## src/rtl/hwpf_stride_detector.sv

```systemverilog
// hwpf_stride_detector
//   Self-training stride detector for the HPDcache hardware prefetcher.
//   The detector watches demand addresses and keeps one table entry per
//   tracking region. Each entry holds a tag, the last index, the current
//   stride, a confidence counter and an LRU age. When the same non-zero
//   stride repeats until the confidence threshold is reached, the detector
//   issues up to DEGREE line-aligned prefetch requests. The burst stops
//   early when a target would leave the region.
//
// Ports
//   clk_i, rst_i          clock and synchronous active-high reset
//   enable_i              training enable; snoops are not accepted while low
//   flush_i               invalidate the whole table and reset the LRU ages
//   snoop_valid_i/_ready_o/snoop_addr_i   demand-address snoop handshake
//   pf_req_valid_o/_ready_i/pf_req_addr_o prefetch request handshake
//   pf_issued_cnt_o       wrapping count of accepted prefetch requests
//   busy_o                issue FSM is not idle
module hwpf_stride_detector #(
  parameter int ADDR_W      = 49,
  parameter int LINE_W      = 6,
  parameter int REGION_W    = 12,
  parameter int TABLE_SIZE  = 32,
  parameter int CONF_W      = 2,
  parameter int CONF_THRESH = 3,
  parameter int DEGREE      = 2
) (
  input  logic              clk_i,
  input  logic              rst_i,
  input  logic              enable_i,
  input  logic              flush_i,
  input  logic              snoop_valid_i,
  output logic              snoop_ready_o,
  input  logic [ADDR_W-1:0] snoop_addr_i,
  output logic              pf_req_valid_o,
  input  logic              pf_req_ready_i,
  output logic [ADDR_W-1:0] pf_req_addr_o,
  output logic [31:0]       pf_issued_cnt_o,
  output logic              busy_o
);

  localparam int TAG_W  = ADDR_W - REGION_W;
  localparam int AGE_W  = $clog2(TABLE_SIZE);
  localparam int BEAT_W = (DEGREE > 1) ? $clog2(DEGREE) : 1;
  localparam logic [CONF_W-1:0]          CONF_MAX   = '1;
  localparam logic [CONF_W-1:0]          CONF_TRIG  = CONF_W'(CONF_THRESH);
  localparam logic [AGE_W-1:0]           AGE_OLDEST = AGE_W'(TABLE_SIZE - 1);
  localparam logic [BEAT_W-1:0]          BEAT_LAST  = BEAT_W'(DEGREE - 1);
  localparam logic signed [REGION_W:0]   LINE_STEP  = (REGION_W+1)'(2**LINE_W);

  typedef enum logic {IDLE = 1'b0, ISSUE = 1'b1} state_t;

  // Tracking table
  logic [TABLE_SIZE-1:0]      valid_reg;
  logic [TAG_W-1:0]           tag_reg      [TABLE_SIZE];
  logic [REGION_W-1:0]        last_idx_reg [TABLE_SIZE];
  logic signed [REGION_W:0]   stride_reg   [TABLE_SIZE];
  logic [CONF_W-1:0]          conf_reg     [TABLE_SIZE];
  logic [AGE_W-1:0]           age_reg      [TABLE_SIZE];

  // Issue FSM and burst context
  state_t                     state_reg, state_next;
  logic [BEAT_W-1:0]          beat_reg;
  logic signed [REGION_W+1:0] cur_reg;    // offset of the last issued (or base) target
  logic signed [REGION_W:0]   step_reg;
  logic [TAG_W-1:0]           burst_tag_reg;
  logic                       flush_pend_reg;
  logic [31:0]                cnt_reg;

  logic [TAG_W-1:0]           snoop_tag;
  logic [REGION_W-1:0]        snoop_idx;
  logic [TABLE_SIZE-1:0]      hit_vec, free_vec, oldest_vec;
  logic                       hit_any, free_any;
  logic [AGE_W-1:0]           hit_sel, free_sel, old_sel, sel;
  logic [AGE_W-1:0]           sel_age;
  logic signed [REGION_W:0]   delta;
  logic [REGION_W:0]          delta_mag;
  logic                       stride_match;
  logic [CONF_W-1:0]          conf_inc;
  logic                       consume, trigger;
  logic signed [REGION_W:0]   trig_step;
  logic signed [REGION_W+1:0] target;
  logic                       in_range, handshake;

  assign snoop_tag = snoop_addr_i[ADDR_W-1:REGION_W];
  assign snoop_idx = snoop_addr_i[REGION_W-1:0];

  generate
    for (genvar gi = 0; gi < TABLE_SIZE; gi++) begin : g_match
      assign hit_vec[gi]    = valid_reg[gi] && (tag_reg[gi] == snoop_tag);
      assign free_vec[gi]   = ~valid_reg[gi];
      assign oldest_vec[gi] = (age_reg[gi] == AGE_OLDEST);
    end
  endgenerate

  // Entry selection: the hit entry, else the lowest free entry, else the LRU one.
  always_comb begin
    hit_any  = |hit_vec;
    free_any = |free_vec;
    hit_sel  = '0;
    free_sel = '0;
    old_sel  = '0;
    for (int i = TABLE_SIZE - 1; i >= 0; i--) begin
      if (hit_vec[i])    hit_sel  = AGE_W'(i);
      if (free_vec[i])   free_sel = AGE_W'(i);
      if (oldest_vec[i]) old_sel  = AGE_W'(i);
    end
    if (hit_any)       sel = hit_sel;
    else if (free_any) sel = free_sel;
    else               sel = old_sel;
  end

  assign sel_age      = age_reg[sel];
  assign delta        = $signed({1'b0, snoop_idx}) - $signed({1'b0, last_idx_reg[sel]});
  assign stride_match = (delta == stride_reg[sel]);
  assign conf_inc     = (conf_reg[sel] == CONF_MAX) ? CONF_MAX : conf_reg[sel] + CONF_W'(1);
  assign consume      = snoop_valid_i & snoop_ready_o;
  assign trigger      = consume & hit_any & stride_match & (delta != '0) & (conf_inc >= CONF_TRIG);

  // Strides shorter than a line would re-fetch the same line, so round them
  // up to one line in the stride's direction.
  assign delta_mag = delta[REGION_W] ? -delta : delta;
  assign trig_step = (delta_mag >= (REGION_W+1)'(2**LINE_W)) ? delta :
                     (delta[REGION_W] ? -LINE_STEP : LINE_STEP);

  // Table update
  always_ff @(posedge clk_i) begin
    if (rst_i || flush_i) begin
      valid_reg <= '0;
      for (int i = 0; i < TABLE_SIZE; i++) age_reg[i] <= AGE_W'(i);
    end else if (consume) begin
      // LRU touch: everything younger than the selected entry ages by one.
      for (int i = 0; i < TABLE_SIZE; i++) begin
        if (age_reg[i] < sel_age) age_reg[i] <= age_reg[i] + AGE_W'(1);
      end
      age_reg[sel] <= '0;
      if (hit_any) begin
        last_idx_reg[sel] <= snoop_idx;
        if (delta != '0) begin
          if (stride_match) begin
            conf_reg[sel] <= conf_inc;
          end else begin
            stride_reg[sel] <= delta;
            conf_reg[sel]   <= '0;
          end
        end
      end else begin
        valid_reg[sel]    <= 1'b1;
        tag_reg[sel]      <= snoop_tag;
        last_idx_reg[sel] <= snoop_idx;
        stride_reg[sel]   <= '0;
        conf_reg[sel]     <= '0;
      end
    end
  end

  // Next target is derived from the previous one, so it always fits in
  // REGION_W+2 signed bits and the top two bits flag leaving the region.
  assign target    = cur_reg + $signed({step_reg[REGION_W], step_reg});
  assign in_range  = (target[REGION_W+1:REGION_W] == 2'b00);
  assign handshake = pf_req_valid_o & pf_req_ready_i;

  always_ff @(posedge clk_i) begin
    if (rst_i) state_reg <= IDLE;
    else       state_reg <= state_next;
  end

  always_comb begin
    state_next     = state_reg;
    pf_req_valid_o = 1'b0;
    pf_req_addr_o  = '0;
    case (state_reg)
      IDLE: begin
        if (trigger) state_next = ISSUE;
      end
      ISSUE: begin
        if (!in_range) begin
          state_next = IDLE;
        end else begin
          pf_req_valid_o = 1'b1;
          pf_req_addr_o  = {burst_tag_reg, target[REGION_W-1:LINE_W], {LINE_W{1'b0}}};
          // A flush lets the pending beat finish but cancels the rest.
          if (pf_req_ready_i && ((beat_reg == BEAT_LAST) || flush_pend_reg || flush_i))
            state_next = IDLE;
        end
      end
      default: state_next = IDLE;
    endcase
  end

  always_ff @(posedge clk_i) begin
    if (rst_i) begin
      beat_reg       <= '0;
      cur_reg        <= '0;
      step_reg       <= '0;
      burst_tag_reg  <= '0;
      flush_pend_reg <= 1'b0;
      cnt_reg        <= '0;
    end else if (trigger) begin
      beat_reg       <= '0;
      cur_reg        <= $signed({2'b00, snoop_idx});
      step_reg       <= trig_step;
      burst_tag_reg  <= snoop_tag;
      flush_pend_reg <= 1'b0;
    end else if (state_reg == ISSUE) begin
      if (flush_i) flush_pend_reg <= 1'b1;
      if (handshake) begin
        cur_reg  <= target;
        beat_reg <= beat_reg + BEAT_W'(1);
        cnt_reg  <= cnt_reg + 32'd1;
      end
    end
  end

  assign snoop_ready_o   = (state_reg == IDLE) & enable_i & ~flush_i;
  assign busy_o          = (state_reg != IDLE);
  assign pf_issued_cnt_o = cnt_reg;

endmodule
```

## config.mk

```make
export PLATFORM = sky130hd
export DESIGN_NAME = hwpf_stride_detector
export DESIGN_NICKNAME = d
export VERILOG_FILES = /design/src/rtl/hwpf_stride_detector.sv
export SDC_FILE = /design/constraint.sdc
export NUM_CORES = 2
export LEC_CHECK = 0
export CORE_ASPECT_RATIO = 1.75
export CORE_UTILIZATION = 45
export CTS_CLUSTER_SIZE = 28
export DETAILED_ROUTE_END_ITERATION = 8
export PLACE_DENSITY = 0.67
export SYNTH_ARGS = -nofsm -noshare
export SYNTH_HDL_FRONTEND = slang
export SYNTH_SLANG_ARGS = --single-unit
```

## constraint.sdc

```tcl
create_clock -name clk_i -period 13.6 [get_ports clk_i]
set_input_delay 2.04 -clock clk_i [delete_from_list [all_inputs] [get_ports clk_i]]
set_output_delay 2.04 -clock clk_i [all_outputs]
set_load 0.02 [all_outputs]
```

==> key figures <==
STA
  – Slew at the pin with the worst max-slew slack: roughly 1400 ps
  – Worst Skew: 97.3 ps
  – Max-slew violations: 0
  – Unrepaired setup endpoints after global routing: false
  – Final setup vio count: 0
  – Max Fclk: 0.0821 GHz
  – Slew HR: 3.32%
  – Setup_tns: 0 ps
  – Tcrit/Tclk final: 89.5%
  – Final min period: 12180 ps
  – Final-report hold violation count: 0

Final layout
  – Synth-to-layout area growth: 13.0%
  – FILL cells: between 20k and 25k
  – Non-Filler Instances: roughly 12k
  – Share of cells above drive strength 1: 10.1%
  – Fin nets: 8992
  – Register area: 67300 um2
  – Final instance area: 121000 um2
  – Area occupied by multi-input gates: 38100 um2
  – Post-layout util: 51.3%
  – Max FFs per register: approximately 1.2k

Clocking
  – Worst-skew pair later-pin latency: about 900 ps
  – Post-CTS setup buffer count: 0
  – CTS Buffer Depth: 4
  – Post-CTS Hold Buffers: 0
  – CTS Root Cell: clkbuf_16
  – # H-tree levels: 4
  – Reg clk slew, reported paths: roughly 70 ps
  – CTS buffer count: 220
  – Total clock sinks: 2339
  – CTS tree: yes
  – Post-cts resize count: 0

Critical path
  – Kind of start point of the critical path: input pin
  – Crit path max-delay family: simple AND/OR/NAND/NOR gates
  – CP most frequent cell: a21oi_1
  – Critical path type: input pin to flip-flop
  – Worst path bufs/invs: 4
  – Worst path slowest cell: nor2b_1
  – Crit path largest cell delay: 1180 ps
  – Critical path arrival: 12670 ps
  – Critical path peak fanout: 24
  – Critical Path End Type: flip-flop
  – Required @ worst endpoint: 14100 ps

Logic synthesis
  – Distinct cells, synth: 91
  – Sequential cell area fraction in the yosys report: between 60% and 70%
  – Synth area leader: edfxtp_1
  – Simple-gate share of the synthesized area: 14.5%
  – Yosys warning count: 0
  – Mux share of post-synthesis cell area: 1.81%
  – Largest family of logic cells by synthesized area: simple AND/OR/NAND/NOR gates
  – Adder-cell share of the synthesized area: 2.59%
  – Post-Synth XOR/XNOR Area: around 10%
  – Post-synthesis register bit count: 2339
  – Netlist Area Pre-Place: roughly 110000 um2
  – Post-synth EDFFs: 2048
  – Mapped Avg Cell Area: 12.8 um2
  – Ys async rst share: 0%
  – Top cells by area, synth: edfxtp_1 57%, xnor2_1 5.5%, dfxtp_1 5.4%
  – Yosys top cell area share: 57.3%
  – Cells after Synth: 8402
  – Most used flip-flop cell after synthesis: edfxtp_1
  – Synth Area in Compound Gates: 5.72%

Pwr
  – Total power draw: between 15000 and 20000 uW
  – NetSw: 3430 uW
  – Clock share of power: a little over two fifths
  – Logic pwr share: 5.7%
  – Design internal power: between 10000 and 15000 uW
  – Peak supply drop: roughly 0.10 mV
  – Leak pwr: 0.0402 uW
  – PwrDens: roughly 120 nW/um2
  – Switching power share of the total: 22.9%
  – Seq pwr share: 52.2%

Detailed routing
  – DRC violations left: 0
  – DRT Wirelength: 374000 um
  – Per-cell routed wire length: 31.2 um
  – ANT nets after route: 0
  – First-pass iteration count of the detailed router: 7
  – Vias: 74.2k
  – Vias per cell: 6.19
  – DRT iter0 DRCs: 8490

Die
  – Initial Utilization: a little under half
  – Num rows: about 240
  – Die width: 371 um
  – Core area: 237000 um2
  – IO Count: ~140
  – Chip height: 648 um
  – Die footprint: 241000 um2

Global route
  – First-pass GRT wire length: about 530000 um
  – GR Util met3: 4.19%
  – Grt peak-use layer: met2
  – Pin count of the biggest net entering global routing: 134
  – Met1 usage: approximately 34%
  – Remaining global-route overflow: 0
  – M2 GR Usage: 51.9%
  – Antenna violations before repair: 11
  – GRT Total Usage: 30.6%
  – Number of global-route vias before repair: 73.5k

Status
  – Status: completed

Worst hold path
  – Worst hold-check path type: flip-flop to flip-flop

Place
  – Cells after DPL: 11.6k
  – RD Place Congestion: 1.00
  – Detailed placement HPWL: around 260000 um
  – Port Buf Inserts: 132
  – Placed cell area: approximately 110000 um2

Run
  – Number of max-cap violations: 0
==> cells in the mapped netlist (82+ instances only) <==
cell type     n
nand2b_1    172
nand3_1     298
xor2_1      582
and3_1      127
inv_1       112
nor2_1      377
nand2_1     897
edfxtp_1   2048
clkbuf_1    146
nand4_1     432
o21ai_0      96
mux2i_1     191
ha_1        219
buf_2        92
xnor2_1     670
nor3_1      157
nor4_1      339
a21oi_1     215
buf_4        82
dfxtp_1     291
==> cell usage in the layout (no fill, tap or decap), types with 42 or more instances in the layout <==
master	count
buf_4	356
clkbuf_16	226
xnor2_1	670
o221ai_1	52
clkdlybuf4s50_1	94
ha_1	219
inv_1	112
xor2_1	582
nor2_1	333
a21oi_1	213
nor4_1	329
nand4_1	432
nand2b_1	172
o21ai_0	95
and3_1	125
and2_1	52
dfxtp_1	291
nand3_1	298
o211ai_1	49
clkbuf_1	45
a31oi_1	80
a21o_1	42
edfxtp_1	2048
nor3_1	126
mux2i_1	191
nand2_1	893
o22ai_1	64
==> power groups by stage <==
stage | Combinational, uW | Sequential (uW) | Clock, uW
floorplan | 430 | 7990 | 0
global placement | 831 | 7990 | 0
detailed placement | 839 | 7990 | 0
CTS | 842 | 7830 | 6370
global route | 883 | 7830 | 6610
finish | 849 | 7830 | 6330
==> cells by family (layout without fill, tap and decap cells) <==
kind of cell	Yosys count	after routing
buf+inv	514	1000
compound gates	842	842
other cells	1	10
flops	2339	2339
simple gates	3039	3039
xor+xnor	1252	1252
mux	194	194
fa+ha+maj	221	221
==> area by class of cell <==
type | instances | area share [%]
Antenna cell | 4 | 0.00825
Clock buffer | 286 | 4.97
Clock inverter | 113 | 0.964
Inverter | 112 | 0.347
Multi-Input combinational cell | 5554 | 31.4
Sequential cell | 2339 | 55.5
Tap cell | 3094 | 3.19
Timing Repair Buffer | 489 | 3.62
==> path summary, 6_finish.rpt <==
kind / from / end / slack (ps) / depth (start not counted)
max reg2reg: age_reg[3][0] / stride_reg[26][11] / 2520 / 34
min: cur_reg[4] / cur_reg[4] / 480 / 2
max: snoop_addr_i[46] / stride_reg[26][11] / 1420 / 31
min reg2reg: cur_reg[4] / cur_reg[4] / 480 / 2
==> worst reg2reg max path, delay by kind of cell, from the launching register on <==
kind | cells | cell delay (ps)
adder cells (fa/ha/maj) | 4 | 1280
AO/OA/AOI/OAI | 15 | 3940
AND/OR/NAND/NOR | 13 | 4800
buffers and inverters | 2 | 270
flip-flops | 1 | 380
==> layer usage <==
layer	routed length, um	up-vias
li1	-	32100
met1	129000	37200
met2	183000	3823
met3	25800	1104
met4	35600	6
met5	47	-
==> stage by stage <==
stage | setup slack, ps | hold WS (ps)
2_1_floorplan | 1890 | 436
3_3_place_gp | 715 | 456
3_5_place_dp | 769 | 470
4_1_cts | 1680 | 479
5_1_grt | 1210 | 505
6_report | 1420 | 478
Power figures use the tool's default switching activity.
